File: config.mk
export PLATFORM = sky130hd
export DESIGN_NAME = memory_port_arbiter_flat
export DESIGN_NICKNAME = d
export VERILOG_FILES = /design/src/rtl/memory_port_arbiter_if.sv /design/src/rtl/memory_port_arbiter.sv /design/src/flat_wrapper.sv
export SDC_FILE = /design/constraint.sdc
export NUM_CORES = 1
export LEC_CHECK = 0
export ABC_CLOCK_PERIOD_IN_PS = 2070
export CORE_ASPECT_RATIO = 1.75
export CORE_MARGIN = 8
export CORE_UTILIZATION = 42
export CTS_CLUSTER_SIZE = 30
export DETAILED_ROUTE_END_ITERATION = 8
export MAX_ROUTING_LAYER = met4
export PLACE_DENSITY = 0.8
export SETUP_SLACK_MARGIN = 0.2
export SLEW_MARGIN = 20
export SYNTH_ARGS = -nofsm -noshare
export SYNTH_HDL_FRONTEND = slang
export SYNTH_SLANG_ARGS = --single-unit
File: constraint.sdc
create_clock -name clock -period 2.07 [get_ports clock]
set_input_delay 0.414 -clock clock [delete_from_list [all_inputs] [get_ports clock]]
set_output_delay 0.414 -clock clock [all_outputs]
set_load 0.02 [all_outputs]
File: src/rtl/memory_port_arbiter_if.sv
// Fetch/MEM request handshakes and the asynchronous SRAM pin group
// shared by the memory port arbiter.
interface memory_port_arbiter_if #(
  parameter int unsigned SRAM_ADDR_WIDTH = 18
);
  // Instruction-fetch requester
  logic                       if_req;
  logic [15:0]                if_addr;
  logic [15:0]                if_rdata;
  logic                       if_ack;

  // MEM-stage requester
  logic                       mem_req;
  logic                       mem_we;
  logic [15:0]                mem_addr;
  logic [15:0]                mem_wdata;
  logic [15:0]                mem_rdata;
  logic                       mem_ack;

  // Status and SRAM pins
  logic                       busy;
  logic [SRAM_ADDR_WIDTH-1:0] sram_addr;
  logic [15:0]                sram_dq_out;
  logic                       sram_dq_oe;
  logic [15:0]                sram_dq_in;
  logic                       sram_ce_n;
  logic                       sram_oe_n;
  logic                       sram_we_n;

  modport slave (
    input  if_req, if_addr, mem_req, mem_we, mem_addr, mem_wdata, sram_dq_in,
    output if_rdata, if_ack, mem_rdata, mem_ack, busy,
           sram_addr, sram_dq_out, sram_dq_oe, sram_ce_n, sram_oe_n, sram_we_n
  );

  modport master (
    output if_req, if_addr, mem_req, mem_we, mem_addr, mem_wdata, sram_dq_in,
    input  if_rdata, if_ack, mem_rdata, mem_ack, busy,
           sram_addr, sram_dq_out, sram_dq_oe, sram_ce_n, sram_oe_n, sram_we_n
  );
endinterface

File: src/rtl/memory_port_arbiter.sv
// Arbitrates fetch and MEM word requests onto one asynchronous SRAM with registered strobes.
// Optional MEM_ARB_ROUND_ROBIN_EN: alternate grants on ties instead of fixed data priority.
module memory_port_arbiter #(
  parameter int unsigned SRAM_ADDR_WIDTH = 18,
  parameter int unsigned WAIT_CYCLES     = 1
) (
  input logic                  clock,
  input logic                  reset,
  memory_port_arbiter_if.slave bus
);

  typedef enum logic [2:0] {IDLE, SETUP, ACCESS, HOLD, DONE} state_e;

  localparam logic [2:0] WAIT_CNT = 3'(WAIT_CYCLES);

  state_e                     state_q, state_d;
  logic [2:0]                 cnt_q, cnt_d;
  logic                       owner_mem_q, owner_mem_d;
  logic                       we_q, we_d;
  logic [SRAM_ADDR_WIDTH-1:0] addr_q, addr_d;
  logic [15:0]                wdata_q, wdata_d;
  logic [15:0]                if_rdata_q, if_rdata_d;
  logic [15:0]                mem_rdata_q, mem_rdata_d;
  logic                       if_ack_q, if_ack_d;
  logic                       mem_ack_q, mem_ack_d;
  logic                       busy_q, busy_d;
  logic                       ce_n_q, ce_n_d;
  logic                       oe_n_q, oe_n_d;
  logic                       we_n_q, we_n_d;
  logic                       dq_oe_q, dq_oe_d;
  logic                       grant_mem, grant_if;

`ifdef MEM_ARB_ROUND_ROBIN_EN
  // Remembers who won the previous grant; a tie goes to the other side.
  logic last_mem_q;

  assign grant_mem = bus.mem_req && !(bus.if_req && last_mem_q);

  always_ff @(posedge clock or negedge reset) begin
    if (!reset) begin
      last_mem_q <= 1'b0;
    end else if (state_q == IDLE && (bus.mem_req || bus.if_req)) begin
      last_mem_q <= grant_mem;
    end
  end
`else
  assign grant_mem = bus.mem_req;
`endif

  assign grant_if = bus.if_req && !grant_mem;

  // NOTE: every variable gets a default before the case so no path leaves it unassigned (no latches).
  always_comb begin
    state_d     = state_q;
    cnt_d       = cnt_q;
    owner_mem_d = owner_mem_q;
    we_d        = we_q;
    addr_d      = addr_q;
    wdata_d     = wdata_q;
    if_rdata_d  = if_rdata_q;
    mem_rdata_d = mem_rdata_q;
    if_ack_d    = 1'b0;
    mem_ack_d   = 1'b0;

    case (state_q)
      IDLE: begin
        if (grant_mem || grant_if) begin
          owner_mem_d = grant_mem;
          we_d        = grant_mem && bus.mem_we;
          addr_d      = SRAM_ADDR_WIDTH'(grant_mem ? bus.mem_addr : bus.if_addr);
          if (we_d) wdata_d = bus.mem_wdata;
          cnt_d       = WAIT_CNT;
          state_d     = we_d ? SETUP : ACCESS;
        end
      end
      SETUP: state_d = ACCESS;
      ACCESS: begin
        if (cnt_q != 3'd0) begin
          cnt_d = cnt_q - 3'd1;
        end else if (we_q) begin
          state_d = HOLD;
        end else begin
          state_d = DONE;
          if (owner_mem_q) begin
            mem_rdata_d = bus.sram_dq_in;
            mem_ack_d   = 1'b1;
          end else begin
            if_rdata_d = bus.sram_dq_in;
            if_ack_d   = 1'b1;
          end
        end
      end
      HOLD: begin
        state_d   = DONE;
        mem_ack_d = owner_mem_q;
        if_ack_d  = !owner_mem_q;
      end
      DONE:    state_d = IDLE;
      default: state_d = IDLE;
    endcase

    // Strobes are derived from the next state so the pins are glitch-free register outputs.
    busy_d  = (state_d != IDLE);
    ce_n_d  = !(state_d inside {SETUP, ACCESS, HOLD});
    oe_n_d  = !(state_d == ACCESS && !we_d);
    we_n_d  = !(state_d == ACCESS && we_d);
    dq_oe_d = we_d && (state_d inside {SETUP, ACCESS, HOLD});
  end

  // NOTE: sequential state uses non-blocking assignments so all registers update together.
  always_ff @(posedge clock or negedge reset) begin
    if (!reset) begin
      state_q     <= IDLE;
      cnt_q       <= 3'd0;
      owner_mem_q <= 1'b0;
      we_q        <= 1'b0;
      addr_q      <= '0;
      wdata_q     <= 16'h0000;
      if_rdata_q  <= 16'h0000;
      mem_rdata_q <= 16'h0000;
      if_ack_q    <= 1'b0;
      mem_ack_q   <= 1'b0;
      busy_q      <= 1'b0;
      ce_n_q      <= 1'b1;
      oe_n_q      <= 1'b1;
      we_n_q      <= 1'b1;
      dq_oe_q     <= 1'b0;
    end else begin
      state_q     <= state_d;
      cnt_q       <= cnt_d;
      owner_mem_q <= owner_mem_d;
      we_q        <= we_d;
      addr_q      <= addr_d;
      wdata_q     <= wdata_d;
      if_rdata_q  <= if_rdata_d;
      mem_rdata_q <= mem_rdata_d;
      if_ack_q    <= if_ack_d;
      mem_ack_q   <= mem_ack_d;
      busy_q      <= busy_d;
      ce_n_q      <= ce_n_d;
      oe_n_q      <= oe_n_d;
      we_n_q      <= we_n_d;
      dq_oe_q     <= dq_oe_d;
    end
  end

  assign bus.if_rdata    = if_rdata_q;
  assign bus.if_ack      = if_ack_q;
  assign bus.mem_rdata   = mem_rdata_q;
  assign bus.mem_ack     = mem_ack_q;
  assign bus.busy        = busy_q;
  assign bus.sram_addr   = addr_q;
  assign bus.sram_dq_out = wdata_q;
  assign bus.sram_dq_oe  = dq_oe_q;
  assign bus.sram_ce_n   = ce_n_q;
  assign bus.sram_oe_n   = oe_n_q;
  assign bus.sram_we_n   = we_n_q;

endmodule

File: src/flat_wrapper.sv
// flat-port wrapper written by rule: the top's interface ports become plain ports
module memory_port_arbiter_flat 
#(
  parameter int unsigned SRAM_ADDR_WIDTH = 18,
  parameter int unsigned WAIT_CYCLES     = 1
)
  (clock, reset, bus_if_req, bus_if_addr, bus_mem_req, bus_mem_we, bus_mem_addr, bus_mem_wdata, bus_sram_dq_in, bus_if_rdata, bus_if_ack, bus_mem_rdata, bus_mem_ack, bus_busy, bus_sram_addr, bus_sram_dq_out, bus_sram_dq_oe, bus_sram_ce_n, bus_sram_oe_n, bus_sram_we_n);
  memory_port_arbiter_if #(.SRAM_ADDR_WIDTH(SRAM_ADDR_WIDTH)) bus_i ();
  input logic clock;
  input logic reset;
  input wire logic [$bits(bus_i.if_req)-1:0] bus_if_req;
  input wire logic [$bits(bus_i.if_addr)-1:0] bus_if_addr;
  input wire logic [$bits(bus_i.mem_req)-1:0] bus_mem_req;
  input wire logic [$bits(bus_i.mem_we)-1:0] bus_mem_we;
  input wire logic [$bits(bus_i.mem_addr)-1:0] bus_mem_addr;
  input wire logic [$bits(bus_i.mem_wdata)-1:0] bus_mem_wdata;
  input wire logic [$bits(bus_i.sram_dq_in)-1:0] bus_sram_dq_in;
  output wire logic [$bits(bus_i.if_rdata)-1:0] bus_if_rdata;
  output wire logic [$bits(bus_i.if_ack)-1:0] bus_if_ack;
  output wire logic [$bits(bus_i.mem_rdata)-1:0] bus_mem_rdata;
  output wire logic [$bits(bus_i.mem_ack)-1:0] bus_mem_ack;
  output wire logic [$bits(bus_i.busy)-1:0] bus_busy;
  output wire logic [$bits(bus_i.sram_addr)-1:0] bus_sram_addr;
  output wire logic [$bits(bus_i.sram_dq_out)-1:0] bus_sram_dq_out;
  output wire logic [$bits(bus_i.sram_dq_oe)-1:0] bus_sram_dq_oe;
  output wire logic [$bits(bus_i.sram_ce_n)-1:0] bus_sram_ce_n;
  output wire logic [$bits(bus_i.sram_oe_n)-1:0] bus_sram_oe_n;
  output wire logic [$bits(bus_i.sram_we_n)-1:0] bus_sram_we_n;
  assign bus_i.if_req = bus_if_req;
  assign bus_i.if_addr = bus_if_addr;
  assign bus_i.mem_req = bus_mem_req;
  assign bus_i.mem_we = bus_mem_we;
  assign bus_i.mem_addr = bus_mem_addr;
  assign bus_i.mem_wdata = bus_mem_wdata;
  assign bus_i.sram_dq_in = bus_sram_dq_in;
  assign bus_if_rdata = bus_i.if_rdata;
  assign bus_if_ack = bus_i.if_ack;
  assign bus_mem_rdata = bus_i.mem_rdata;
  assign bus_mem_ack = bus_i.mem_ack;
  assign bus_busy = bus_i.busy;
  assign bus_sram_addr = bus_i.sram_addr;
  assign bus_sram_dq_out = bus_i.sram_dq_out;
  assign bus_sram_dq_oe = bus_i.sram_dq_oe;
  assign bus_sram_ce_n = bus_i.sram_ce_n;
  assign bus_sram_oe_n = bus_i.sram_oe_n;
  assign bus_sram_we_n = bus_i.sram_we_n;
  memory_port_arbiter #(.SRAM_ADDR_WIDTH(SRAM_ADDR_WIDTH), .WAIT_CYCLES(WAIT_CYCLES)) u_core (.clock(clock), .reset(reset), .bus(bus_i));
endmodule
== Word-level counts from Yosys, hierarchy flattened ==
Index checks and enable logic that the tools add are counted.

* Register bits after elaboration: 81
* Input bits: 69
* Output and inout bits: 73
* Logic and storage cells: 68

* $add $sub $neg: 1
* Eq/ne operators: 8
* Muxes and demuxes: 19
* Bitwise logic cells: 3
* Reduce and logical (&&, ||, !) cells: 22

{| class="wikitable"
|+ Operators with widths
! operator !! number
|-
| $mux 16 || 1
|-
| $mux 3 || 5
|-
| $eq 3x2->1 const B || 4
|-
| $pmux 3 s4 || 1
|-
| $reduce_bool 3->1 || 3
|-
| $mux 1 || 8
|-
| $reduce_and 4->1 || 2
|-
| $eq 3x1->1 const B || 2
|-
| $logic_not 1->1 || 6
|-
| $pmux 3 s2 || 1
|-
| $reduce_and 3->1 || 2
|-
| $logic_and 1x1->1 || 5
|-
| $ne 2x1->1 const B || 2
|-
| $pmux 1 s2 || 2
|-
| $logic_not 3->1 || 1
|-
| $not 1->1 || 3
|-
| $sub 3x1->3 const B || 1
|-
| $mux 2 || 1
|-
| $reduce_and 2->1 || 1
|-
| $reduce_bool 2->1 || 1
|-
| $logic_or 1x1->1 || 1
|}

== Depth between registers and ports, before layout ==
* Depth after elaboration: 8
* Depth in mapped cells: 7
* Depth with buffers taken out: 6

== Worst setup path before layout ==
OpenSTA, ideal clock, no wires.

* Path kind: register to register
* Start: register u_core.state_q[0]
* End: register u_core.if_rdata_q[10] (netlist: u_core.bus.if_rdata[10])
* Setup time: 125 ps
* Data arrival time: 1709 ps
* Data required time: 1945 ps
* Path slack: 236 ps
* Cell stages (with the launch flop): 6
* Path buffers: 2
* Period minus slack after synthesis: 1834 ps
* Cells stage by stage: dfrtp_1 -> buf_6 -> or3b_4 -> nor3_4 -> buf_12 -> mux2_4

* Word-level cells in the longest chain between the ends: 2

{| class="wikitable"
|+ Ends and longest elaborated chain
! item !! line !! text
|-
| from (decl) || memory_port_arbiter.sv:16 || <nowiki>state_e state_q, state_d;</nowiki>
|-
| from (signal assigned) || memory_port_arbiter.sv:129 || <nowiki>state_q <= state_d;</nowiki>
|-
| $eq 3x2->1 || memory_port_arbiter.sv:65 || <nowiki>case (state_q)</nowiki>
|-
| $reduce_and 4->1 (no line) || - ||
|-
| to (signal assigned) || memory_port_arbiter.sv:135 || <nowiki>if_rdata_q <= if_rdata_d;</nowiki>
|-
| to (decl) || memory_port_arbiter.sv:22 || <nowiki>logic [15:0] if_rdata_q, if_rdata_d;</nowiki>
|}

Every way passes these cells.
A chain may end at the register's enable or synchronous reset.

== Worst setup path in the final report ==
* Start: register u_core.state_q[0]
* End: register u_core.if_rdata_q[0] (netlist: u_core.bus.if_rdata[0])

The elaborated chain is that of the path after synthesis.

==> qor.txt <==
switching power: 3.039 mW
Worst Path Max Fanout: 16
area of the multi-input gates: 1230 um2
I/O pin count: 142
Comb pwr share: 50.1%
Vias: 2468
complex-gate fraction of the synthesized area: 8.220%
clock root buffer master: clkbuf_16
core area: 7801 um2
Net Sw Frac: 36.37%
CP Capture Type: flop
gr usage total: 16.11%
worst skew pair latency: 0.32 ns
post-route minimum period: 1.795 ns
Worst Path Arrival: 2.01 ns
TritonCTS buffer count: 9
MaxCap Viol Count: 0
Port Buffers: 139
synth cell count leaders: dfrtp_1 (76), mux2_2 (38), a21oi_1 (35)
Final setup viols: 0
mux contribution to synthesized area: 22.35%
Worst path max stage delay: 0.47 ns
Post-synth EDFFs: 0
Primary FF master, synth: dfrtp_1
Synth Cell Area: 3303 um2
synth unique cells: 40
post-DP HPWL: 6412 um
mean post-synth cell area: 13.71 um2
CTS clk-pin slew, worst paths: 0.06 ns
pwr dens: 1630 nW/um2
adder-cell share of the synthesized area: 0.7576%
P_int: 5.318 mW
Post-Synth Simple-Gate Area: 4.848%
vias in the first global route: 2795
ANT nets after route: 0
Crit Path Class: reg2reg
Setup TNS Final: 0 ns
CTS tree: built
fmax: 557.1 MHz
cell area after layout: 5127 um2
Seq. cell area: 1982 um2
cell row count: 43
status: finished, final reports clean
CTS Sinks: 79
Critical-path top delay cell: dfrtp_2
Fill cells: 611
dominant cells by area after synthesis: dfrtp_1 (58%), mux2_2 (13%), a21oi_1 (5.3%), mux2i_1 (4.8%), mux2_4 (4.5%)
Die ar.: 11070 um2
period utilization: 86.72%
Peak supply drop: 0.7802 mV
Min-Delay Path Class: reg2reg
final wirelength: 8493 um
Die Width: 83.04 um
Yosys warning total: 0
grt ovf: 0
critical path cell sequence: or3b_4 -> nor3_4 -> buf_12 -> mux2_2
fin. max-slew vios: 0
area share of the largest cell type after synthesis: 57.58%
largest net degree at the start of global routing: 59
DR DRC count: 0
Leak: 2.184 nW
sequential fraction of the synthesis area: 59.96%
Iter 0 DRT Violations: 65
Antenna Cells: 0
Clock Skews: 0.006087 ns
sequential share of power: 33.3%
routability congestion estimate: 0.8041
Area Growth Syn to Fin: 55.23%
Avg WL per Cell: 17.51 um
Die H: 133.3 um
Vias/cell: 5.089
cell family with most CP delay: simple AND/OR/NAND/NOR gates
CP bufs+invs: 1
Initial Utilization: 42.34%
final hold violations: 0
setup bufs post-CTS: 0
largest family of logic cells by synthesized area: multiplexers
layout cells sized above 1: 22.78%
RSZ-0062 raised after global routing: no
CTS Buffer Depth: 2
Synth Area in XOR/XNOR: 0%
first drt pass iteration count: 4
Seq cells post-synth: 79
Final nets: 461
clock network fraction of total power: 16.6%
WP data required: 2.28 ns
first-pass GRT wire length: 14350 um
Synth area leader: dfrtp_1
H-tree levels: 3
initial antenna violation count: 0
cell count after synthesis: 241
fraction of registers with async set/reset: 100.0%
placed instance area: 4832 um2
Startpoint Class: flop
most frequent cell after synthesis: dfrtp_1
## per-layer routing
layer | track usage [%] | up-vias | part of all wire (%)
met1 | 17.93 | 1211 | 40
met5 | - | - | 0
met3 | 3.729 | 10 | 4.1
li1 | - | 1160 | -
met2 | 27.18 | 87 | 55
met4 | 6.287 | 0 | 1.6
## placed cells by master, fill, tap and decap left out, types with 2 or more instances in the layout
| master | instances |
|---|---|
| buf_4 | 9 |
| buf_12 | 3 |
| mux2_2 | 38 |
| nand2_1 | 4 |
| mux2_4 | 10 |
| mux2i_1 | 16 |
| clkbuf_16 | 9 |
| o21ai_0 | 3 |
| clkinvlp_4 | 2 |
| dfstp_2 | 3 |
| clkinv_2 | 5 |
| nand3_1 | 2 |
| nor2_1 | 7 |
| conb_1 | 2 |
| o2bb2ai_1 | 2 |
| clkdlybuf4s50_1 | 135 |
| dfrtp_1 | 75 |
| dlygate4sd2_1 | 3 |
| a21oi_1 | 35 |
| inv_1 | 6 |
## cell type report
cell class              instances  share of cell area (%)
clock buffers                   9                   4.392
clock inverters                 7                  0.7809
inverters                       6                  0.4392
multi-input cells             143                   23.99
flip-flops and latches         79                   38.65
well taps                      90                   2.196
repair buffers                151                   29.55
## sequential cells by signal (all words and copies together), names as in the netlist, 3 cells and up
signal / count
u_core.bus.if_rdata: 16
u_core.bus.mem_rdata: 16
u_core.bus.sram_addr: 16
u_core.bus.sram_dq_out: 16
u_core.cnt_q: 3
u_core.state_q: 3
## stage by stage
step | utilization [%] | hold slack [ns] | total power [mW] | setup WS [ns] | cells
2_1_floorplan | - | 0.1184 | 5.004 | 0.2357 | 242
3_5_place_dp | 61.94 | 0.3201 | 7.004 | 0.09682 | 468
6_report | 65.73 | 0.4876 | 8.357 | 0.2749 | 485
4_1_cts | 65.45 | 0.4913 | 8.428 | 0.1987 | 485
5_1_grt | 65.73 | 0.5197 | 8.881 | 0.2193 | 485
3_3_place_gp | 61.94 | 0.3171 | 6.879 | 0.1543 | 468
## final timing paths
path | start | to | slack [ns] | cells past startpoint
max in group asynchronous | reset | u_core.bus.sram_we_n | 0.94 | 3
worst max register to register | u_core.state_q[0] | u_core.bus.if_rdata[0] | 0.27 | 4
min in group asynchronous | reset | u_core.bus.sram_dq_out[14] | 0.52 | 2
worst min register to register | u_core.cnt_q[2] | u_core.cnt_q[2] | 0.49 | 1
worst max-delay path | u_core.state_q[0] | u_core.bus.if_rdata[0] | 0.27 | 4
worst min-delay path | u_core.cnt_q[2] | u_core.cnt_q[2] | 0.49 | 1
## power by group through the flow
stage / combinational (mW) / sequential (mW) / clock, mW
2_1_floorplan: 1.43 / 3.58 / 0
6_report: 4.19 / 2.78 / 1.39
3_3_place_gp: 4.12 / 2.76 / 0
3_5_place_dp: 4.20 / 2.80 / 0
5_1_grt: 4.49 / 2.88 / 1.51
4_1_cts: 4.21 / 2.78 / 1.43
## repair_timing
action | in CTS | in global routing
resized for setup | 4 | 4
pin swaps | 0 | 0
hold buffers | 1 | 0
endpoints found under the hold margin | 21 | 0
setup endpoints to repair | 4 | 23
## cells by family (layout without fill, tap and decap cells)
family | after synthesis | in the layout
other | 1 | 2
buffers and inverters | 20 | 173
muxes | 64 | 64
AOI/OAI and AO/OA | 48 | 48
adders and majority gates | 2 | 2
DFF | 79 | 79
and+or+nand+nor | 27 | 27
Note: power is estimated with default switching activity, not from simulation.
